==> config.mk <==
export PLATFORM = sky130hd
export DESIGN_NAME = regfile_gen2
export DESIGN_NICKNAME = d
export VERILOG_FILES = /design/src/rtl/regfile_gen2_pkg.sv /design/src/rtl/regfile_gen2_read_port.sv /design/src/rtl/regfile_gen2.sv
export SDC_FILE = /design/constraint.sdc
export NUM_CORES = 1
export LEC_CHECK = 0
export CORE_ASPECT_RATIO = 1.1
export CORE_MARGIN = 2
export CORE_UTILIZATION = 54
export DETAILED_ROUTE_END_ITERATION = 10
export PLACE_DENSITY = 0.81
export SLEW_MARGIN = 20
export SYNTH_ARGS = -nofsm -noshare
export SYNTH_HDL_FRONTEND = slang
export SYNTH_HIERARCHICAL = 1
export SYNTH_SLANG_ARGS = --single-unit
export TNS_END_PERCENT = 100
==> constraint.sdc <==
create_clock -name clk_i -period 2.4 [get_ports clk_i]
set_input_delay 0.24 -clock clk_i [delete_from_list [all_inputs] [get_ports clk_i]]
set_output_delay 0.24 -clock clk_i [all_outputs]
set_load 0.05 [all_outputs]
==> src/rtl/regfile_gen2_pkg.sv <==
// Shared defaults for the gen2 register file: bus/select widths, special-register indices, reset values.
package regfile_gen2_pkg;

  localparam int unsigned DATA_W_DEF = 8;
  localparam int unsigned ADDR_W_DEF = 3;
  localparam int unsigned PC_IDX_DEF = 7;
  localparam int unsigned SP_IDX_DEF = 6;

  localparam logic [DATA_W_DEF-1:0] PC_RST_DEF = 8'h00;
  localparam logic [DATA_W_DEF-1:0] SP_TOP_DEF = 8'hFF;
  localparam logic [DATA_W_DEF-1:0] SP_BOT_DEF = 8'hF0;

endpackage

==> src/rtl/regfile_gen2_read_port.sv <==
// One asynchronous read port: select 0 returns external data, optional same-cycle write forwarding.
module rf_read_port #(
  parameter int unsigned DATA_W = 8,
  parameter int unsigned ADDR_W = 3,
  parameter bit          BYPASS = 1'b0
) (
  input  logic [ADDR_W-1:0] sel_i,
  input  logic [ADDR_W-1:0] wsel_i,
  input  logic [DATA_W-1:0] wdata_i,
  input  logic [DATA_W-1:0] din_i,
  input  logic [DATA_W-1:0] regs_i [1:(2**ADDR_W)-1],
  output logic [DATA_W-1:0] data_o
);

  // A nonzero match on the write select implies a live write, so no extra qualifier is needed.
  always_comb begin
    data_o = din_i;
    if (sel_i != '0) begin
      if (BYPASS && (sel_i == wsel_i)) begin
        data_o = wdata_i;
      end else begin
        data_o = regs_i[sel_i];
      end
    end
  end

endmodule

==> src/rtl/regfile_gen2.sv <==
// CPU register file: one write port, two async read ports, PC auto-increment and SP push/pop with sticky flags.
module regfile_gen2
  import regfile_gen2_pkg::*;
#(
  parameter int unsigned       DATA_W = DATA_W_DEF,
  parameter int unsigned       ADDR_W = ADDR_W_DEF,
  parameter int unsigned       PC_IDX = PC_IDX_DEF,
  parameter int unsigned       SP_IDX = SP_IDX_DEF,
  parameter logic [DATA_W-1:0] PC_RST = DATA_W'(PC_RST_DEF),
  parameter logic [DATA_W-1:0] SP_TOP = DATA_W'(SP_TOP_DEF),
  parameter logic [DATA_W-1:0] SP_BOT = DATA_W'(SP_BOT_DEF),
  parameter bit                BYPASS = 1'b0
) (
  input  logic              clk_i,
  input  logic              rst_i,
  input  logic [ADDR_W-1:0] dsel_i,
  input  logic [DATA_W-1:0] rin_i,
  input  logic [DATA_W-1:0] din_i,
  input  logic [ADDR_W-1:0] asel_i,
  input  logic [ADDR_W-1:0] bsel_i,
  input  logic              pc_inc_i,
  input  logic              sp_push_i,
  input  logic              sp_pop_i,
  output logic [DATA_W-1:0] a_o,
  output logic [DATA_W-1:0] b_o,
  output logic [DATA_W-1:0] pc_out_o,
  output logic [DATA_W-1:0] sp_out_o,
  output logic              sp_ovf_o,
  output logic              sp_unf_o
);

  localparam int unsigned DEPTH = 2 ** ADDR_W;
  localparam logic [ADDR_W-1:0] PC_SEL = ADDR_W'(PC_IDX);
  localparam logic [ADDR_W-1:0] SP_SEL = ADDR_W'(SP_IDX);

  if ((PC_IDX == SP_IDX) || (PC_IDX == 0) || (SP_IDX == 0) ||
      (PC_IDX >= DEPTH) || (SP_IDX >= DEPTH)) begin : g_bad_idx
    $error("regfile_gen2: PC_IDX/SP_IDX must be distinct, nonzero and below DEPTH");
  end

  logic [DATA_W-1:0] regs_q [1:DEPTH-1];
  logic [DATA_W-1:0] regs_d [1:DEPTH-1];
  logic              ovf_q, ovf_d;
  logic              unf_q, unf_d;
  logic [DATA_W-1:0] pc_q, sp_q;

  assign pc_q = regs_q[PC_IDX];
  assign sp_q = regs_q[SP_IDX];

  // Explicit writes take priority over PC increment and SP push/pop.
  always_comb begin
    regs_d = regs_q;
    ovf_d  = ovf_q;
    unf_d  = unf_q;
    if (dsel_i != '0) begin
      regs_d[dsel_i] = rin_i;
    end
    if (pc_inc_i && (dsel_i != PC_SEL)) begin
      regs_d[PC_IDX] = pc_q + DATA_W'(1);
    end
    if (dsel_i == SP_SEL) begin
      ovf_d = 1'b0;
      unf_d = 1'b0;
    end else if (sp_push_i && !sp_pop_i) begin
      if (sp_q == SP_BOT) begin
        ovf_d = 1'b1;
      end else begin
        regs_d[SP_IDX] = sp_q - DATA_W'(1);
      end
    end else if (sp_pop_i && !sp_push_i) begin
      if (sp_q == SP_TOP) begin
        unf_d = 1'b1;
      end else begin
        regs_d[SP_IDX] = sp_q + DATA_W'(1);
      end
    end
  end

  always_ff @(posedge clk_i) begin
    if (rst_i) begin
      for (int unsigned i = 1; i < DEPTH; i++) begin
        regs_q[i] <= (i == PC_IDX) ? PC_RST : ((i == SP_IDX) ? SP_TOP : '0);
      end
      ovf_q <= 1'b0;
      unf_q <= 1'b0;
    end else begin
      regs_q <= regs_d;
      ovf_q  <= ovf_d;
      unf_q  <= unf_d;
    end
  end

  assign pc_out_o = pc_q;
  assign sp_out_o = sp_q;
  assign sp_ovf_o = ovf_q;
  assign sp_unf_o = unf_q;

  rf_read_port #(.DATA_W(DATA_W), .ADDR_W(ADDR_W), .BYPASS(BYPASS)) u_port_a (
    .sel_i   (asel_i),
    .wsel_i  (dsel_i),
    .wdata_i (rin_i),
    .din_i   (din_i),
    .regs_i  (regs_q),
    .data_o  (a_o)
  );

  rf_read_port #(.DATA_W(DATA_W), .ADDR_W(ADDR_W), .BYPASS(BYPASS)) u_port_b (
    .sel_i   (bsel_i),
    .wsel_i  (dsel_i),
    .wdata_i (rin_i),
    .din_i   (din_i),
    .regs_i  (regs_q),
    .data_o  (b_o)
  );

endmodule

# Yosys cells after proc, flatten, opt, wreduce, memory -nomap -nowiden
# Index checks and enable logic that the tools add are counted.
# totals
wordCells	55
in_bits	30
reg_bits	58
out_inout_bits	34
# op_classes
addsub	3
eq_ne	4
order_cmp	4
mux	18
bitwise_logic	4
reduce_logical	13
# op_table
operator	count
$mux W8	13
$bwmux W56	1
$bmux W8 S3	2
$demux W8 S3	1
$add A8 B1 Y8 const B	2
$eq A8 B8 Y1 const B	2
$mux W16	1
$ge A4 B4 Y1 const B	3
$not A3 Y4	3
$reduce_bool A3 Y1	3
$sub A8 B1 Y8 const B	1
$logic_and A1 B1 Y1	4
$lt A4 B1 Y1 const B	1
$eq A3 B3 Y1 const B	1
$ne A3 B3 Y1 const B	1
$reduce_and A3 Y1	1
$logic_not A1 Y1	2
$reduce_and A2 Y1	1
$reduce_bool A2 Y1	1
$reduce_or A2 Y1	1
$not A1 Y1	1

# Longest topological paths before layout
# Gate-level depths: netlist of run 1.
# logic_depth
word_depth	11
ltp_mapped	7
ltp_nobuf	7

# By module
# The synthesis of run 1 kept the hierarchy.
# modules_own_cells
mod	area_each_um2	seq_area_each_um2	cells_each	instances
regfile_gen2	2667.6	1161.1	287	1
rf_read_port	563.0	0.0	29	2

# Worst setup path after synthesis of run 1
# No wires, ideal clock.
# synth_timing
path_kind	register to register
from	reg regs_q (netlist bit sp_out_o[1])
to	reg regs_q (netlist bit sp_out_o[2])
arrival_ps	1526
required_time_ps	2262
setup_slack_ps	736
path_buffers	0
setup_ps	138
synth_period_minus_slack_ps	1664
path_stages_with_launch	8
cell_sequence	dfxtp_1 inv_1 ha_1 nor3b_2 a21oi_2 nor2_1 nor4_1 a211oi_1
# synth_via
elab_chain_cells	5
elab_cells_between_ends	9
cone_classes	2 x add/sub; 2 x eq/ne; 5 x mux
# synth_rtl
item	line_no	text
start: declaration	regfile_gen2.sv:41	logic [DATA_W-1:0] regs_q [1:DEPTH-1];
start signal: indexed assignment	regfile_gen2.sv:82	regs_q[i] <= (i == PC_IDX) ? PC_RST : ((i == SP_IDX) ? SP_TOP : '0);
start signal: assignment	regfile_gen2.sv:87	regs_q <= regs_d;
$add A8 B1 Y8 / $eq A8 B8 Y1 (equally long branches)	regfile_gen2.sv:74, regfile_gen2.sv:71	
$mux W8	regfile_gen2.sv:71	if (sp_q == SP_TOP) begin
$mux W8	regfile_gen2.sv:70	end else if (sp_pop_i && !sp_push_i) begin
$mux W8 (*)	regfile_gen2.sv:64	end else if (sp_push_i && !sp_pop_i) begin
$mux W8 (*)	regfile_gen2.sv:61	if (dsel_i == SP_SEL) begin
# Every way passes the cells marked *; elsewhere a longest branch is shown, timed or not.
# A chain may end at the register's enable or synchronous reset.

# Final worst setup path of run 1
# layout_timing
from	in asel_i[2]
to	out a_o[1]
# layout_via
elab_chain_cells	5
elab_cells_between_ends	6
cone_classes	4 x mux; 1 x bitwise; 1 x reduce/logical
# layout_rtl
item	line_no	text
start: declaration	regfile_gen2.sv:19	input logic [ADDR_W-1:0] asel_i,
$not A3 Y4 (implied by the code)	regfile_gen2_read_port.sv:22	data_o = regs_i[sel_i];
$bmux W8 S3	regfile_gen2_read_port.sv:22	
$mux W8 (implied by the code) (2 in a row)	regfile_gen2_read_port.sv:22	
$mux W8 (*)	regfile_gen2_read_port.sv:18	if (sel_i != '0) begin
end: declaration	regfile_gen2.sv:24	output logic [DATA_W-1:0] a_o,
# Every way passes the cells marked *; elsewhere a longest branch is shown, timed or not. The select of a mux whose other input is x is not followed.

==> flow_results.org, run 1 <==
** Floorplan
- Placeable core region :: 6930 um^2
- The floorplan has 32 rows.
- Chip width :: roughly 84 um
- Starting utilization of the core area :: 54.8%
- Die ar. :: about 7700 um^2
- The floorplan step set the die height to ~92 um.
- For this design the top-level I/O count stands at 64.

** Logic synthesis
- In this run, synthesis produced a sequential element count of just under 60.
- Compound-Gate Fraction of Synth Area :: 7.16%
- For this run, the number of Yosys warnings is 6.
- Cell types occupying the most area after synthesis :: sky130_fd_sc_hd__dfxtp_1 (31%), sky130_fd_sc_hd__mux4_1 (22%), sky130_fd_sc_hd__mux2i_1 (11%)
- Xor and xnor area share after synthesis :: 2.31%
- Top cell type's share of synthesized area :: approximately 30%
- The average instance in the mapped netlist occupies around 11 um^2.
- In the synthesized netlist the dominant register cell turns out to be sky130_fd_sc_hd__dfxtp_1.
- After synthesis, the largest family of logic cells by area is multiplexers.
- Most instantiated cells after synthesis :: sky130_fd_sc_hd__dfxtp_1 (58), sky130_fd_sc_hd__nor2_1 (58), sky130_fd_sc_hd__mux2i_1 (42)
- Of the total synthesized cell area, the portion taken by full adders, half adders and majority gates is less than 1%.
- In the synthesized netlist, the number of instances is 345.
- Counting every net in the synthesized netlist gives roughly 380.
- Area fraction in and, or, nand and nor cells after synthesis :: between 10% and 20%
- Of the synthesized area, sequential elements account for ~31%.
- The cell area that synthesis handed to floorplanning was around 3800 um^2.
- Measured against the total synthesized area, the mux share comes to between 30 and 40%.
- Distinct cell type count of the synthesized netlist :: 48
- For this run, asynchronously set or reset flops after synthesis account for 0%.
- Synth area leader :: sky130_fd_sc_hd__dfxtp_1
- EDFF count, synth :: 0

** Power
- Max VDD drop :: 0.000344 V
- For this design the static power due to leakage is 1.93 nW.
- Psw :: roughly 0.96 mW
- For this design the ratio of total power to cell area is between 600 and 700 nW/um^2.
- The share of total power dissipated in sequential elements is between 30% and 40%.
- Part of the total power dissipated in combinational logic :: 28.4%
- Net switching is 32.7% of the power.
- Part of the power in the clock network :: between 30% and 40%
- The internal power of the cells totals 1.98 mW.

** Timing
- Fmax :: between 400 and 500 MHz
- Final-layout setup total negative slack :: 0 ns
- The number of pins exceeding their max-slew limit in the final report was 0.
- Setup repair after global routing left no endpoint under its margin.
- The count of final hold-check violations came to 0.
- Clock skew on the completed layout was measured at ~0.005 ns.
- The smallest clock period supported by the final layout is computed as ~2.2 ns.
- Setup violations remaining at the end of the flow were counted as 0.
- At the pin with the least slew margin, the transition time is 0.671 ns.
- Headroom to the max-slew limit came out at a little under three fifths.
- Of the available clock period, the critical path in the final layout requires a little over nine tenths.

** Final layout
- Layout Area Growth over Synthesis :: 19.2%
- The final layout contains about 420 nets.
- Of the cells placed in the final design, the portion with a size suffix greater than 1 is between 10% and 20%.
- Fillcell total :: about 540
- Post-layout util :: ~65%
- The repair_antennas step left the layout with diodes totalling 0.

** GRT
- The number of global-route vias before repair was between 2k and 3k.
- The first global-routing pass estimated 14.6 mm of wire.
- Entering global routing, the biggest net connects 43 pins.
- Antenna violations before repair :: 0
- Total overflow reported by the global router :: 0
- Global-route total usage across every layer :: between 20% and 30%

** Placed design
- During placement, the flow inserted port buffers numbering 63.
- At the end of routability-driven placement, the weighted congestion stood at about 0.84.
- Detailed placement HPWL :: approximately 6.6 mm

** Worst setup path
- Startpoint Class :: input port
- Required time of the critical path :: roughly 2.2 ns
- Arr. time, crit path :: 2.01 ns
- Depth of the worst register-to-register path :: 7
- In this run the worst path has a maximum fanout of 16.
- For flop-to-flop paths, the worst setup slack is 0.36 ns.
- R2r endpoint :: sp_out_o[2]$_SDFF_PP1_
- The worst setup path is captured at an output pin.
- The most critical setup path has its startpoint at asel_i[2].
- Setup Crit Path Kind :: input port to output pin
- Reg-to-Reg Start :: sp_out_o[1]$_SDFF_PP1_
- The most critical setup path has its endpoint at a_o[1].

** CTS
- Master cell of the clock root buffer :: sky130_fd_sc_hd__clkbuf_8
- Number of buffers added by the clock tree synthesis step :: 9
- Clock insertion delay at the later pin of the skew report :: ~0.33 ns
- H-tree depth :: 3
- Post-cts gate resize count :: 0
- Clock-pin slew on the worst setup and hold paths :: ~0.070 ns
- TritonCTS built the clock tree.
- For this design, the CTS-stage hold fixing added 0 buffers.
- For this design, the sink count on the clock tree is 58.
- Post CTS Setup Buffer Count :: 0
- CTS Buffer Depth :: 2

** Drt
- The detailed router finished its first iteration with approximately 210 violations.
- Number of vias per cell after detailed routing :: 6.17
- Number of remaining DRC errors :: 0
- Remaining number of nets flagged by the antenna check after routing :: 0
- The detailed router placed slightly below 3k vias in this run.
- Detailed-router iteration count before antenna repair :: 5
- Detail-routed net length per standard cell :: between 15 and 20 um
- WL final :: a little over 9 mm

** Worst hold path
- The path class of the tightest hold or removal check is input port to flop.
- In this run the most critical hold path is launched from rst_i.

** Outcome
- Run status :: finished clean

** Run
- Number of violations of the max-capacitance limit :: 0
placed cells by master (no fill, tap or decap), types with 6 or more instances in the layout:
| cell type | instances |
|---|---|
| sky130_fd_sc_hd__a211oi_1 | 9 |
| sky130_fd_sc_hd__a21oi_1 | 11 |
| sky130_fd_sc_hd__buf_4 | 21 |
| sky130_fd_sc_hd__clkbuf_8 | 10 |
| sky130_fd_sc_hd__clkdlybuf4s50_1 | 46 |
| sky130_fd_sc_hd__dfxtp_1 | 58 |
| sky130_fd_sc_hd__mux2_2 | 16 |
| sky130_fd_sc_hd__mux2i_1 | 42 |
| sky130_fd_sc_hd__mux4_1 | 32 |
| sky130_fd_sc_hd__nand2_1 | 6 |
| sky130_fd_sc_hd__nor2_1 | 58 |
critical path: stages:
cell	delay [ns]
sky130_fd_sc_hd__clkdlybuf4s50_1	0.50
sky130_fd_sc_hd__buf_12	0.17
sky130_fd_sc_hd__mux4_1	0.61
sky130_fd_sc_hd__mux2_2	0.29
sky130_fd_sc_hd__buf_4	0.19
power by group through the flow:
stage | clock network [mW] | registers (mW) | logic, mW
floorplan | 0 | 1.09 | 0.650
global placement | 0 | 1.13 | 0.819
detailed placement | 0 | 1.13 | 0.830
CTS | 1.01 | 1.11 | 0.835
global route | 1.06 | 1.12 | 0.888
finish | 0.991 | 1.11 | 0.837
area by class of cell:
| cell class | count | area [um^2] | area share, % |
|---|---|---|---|
| clock buffer | 11 | 141 | 3.13 |
| clock inverter | 5 | 77.6 | 1.72 |
| inverter | 3 | 11.3 | 0.249 |
| multi-input combinational | 241 | 2320 | 51.3 |
| sequential | 58 | 1160 | 25.7 |
| tap | 85 | 106 | 2.35 |
| timing repair buffer | 72 | 703 | 15.5 |
metrics by stage:
| stage | instances | total power, mW | hold WS [ns] | instance area, um^2 | worst slack (ns) |
|---|---|---|---|---|---|
| after CTS | 475 | 2.96 | 0.264 | 4520 | 0.144 |
| after detailed placement | 459 | 1.96 | 0.462 | 4300 | 0.149 |
| after global routing | 475 | 3.07 | 0.290 | 4520 | 0.128 |
| after global placement | 459 | 1.95 | 0.461 | 4300 | 0.178 |
| after floorplan | 345 | 1.74 | 0.369 | 3790 | 0.736 |
| final | 475 | 2.94 | 0.277 | 4520 | 0.151 |
state kept, by name (all words and copies together) (netlist names):
name and cells:
pc_out_o 8, regs_q 40, sp_out_o 8, sp_ovf_o 1
sp_unf_o 1
metal layers:
layer / routed length [um] / track usage [%]
met1: 3910 / 31.0
met2: 4560 / 40.3
met3: 508 / 5.22
met4: 276 / 10.3
met5: 0 / 0
cell families (layout without fill, tap and decap cells):
family,after synthesis,after routing
multiplexers,90,90
buffers and inverters,46,91
flip-flops,58,58
XOR/XNOR,10,10
AND/OR/NAND/NOR,97,97
AO/OA/AOI/OAI,41,41
adder cells (fa/ha/maj),3,3
how the worst min path moves through the flow:
stage / depth (start not counted) / to / slack (ns)
finish: 2 / regs_q[52]$_SDFFE_PP0P_ / 0.28
global route: 2 / regs_q[28]$_SDFFE_PP0P_ / 0.29
CTS: 2 / regs_q[52]$_SDFFE_PP0P_ / 0.26
detailed placement: 2 / sp_ovf_o$_SDFFE_PP0P_ / 0.46
global placement: 2 / sp_unf_o$_SDFFE_PP0P_ / 0.46
floorplan: 2 / sp_out_o[0]$_SDFF_PP1_ / 0.37
No activity file was read; power rests on OpenSTA's default activity.
==> run 2: changes to the inputs <==
CAP_MARGIN = 20   (was not set)
==> results of run 2 <==
No change in the layout: final DEF, timing and power equal those of run 1.
==> run 3: changes to the inputs <==
GPL_TIMING_DRIVEN = 1   (was not set)
SLEW_MARGIN = 40   (was 20)
==> results of run 3 <==
No change in the layout: final DEF, timing and power equal those of run 1.
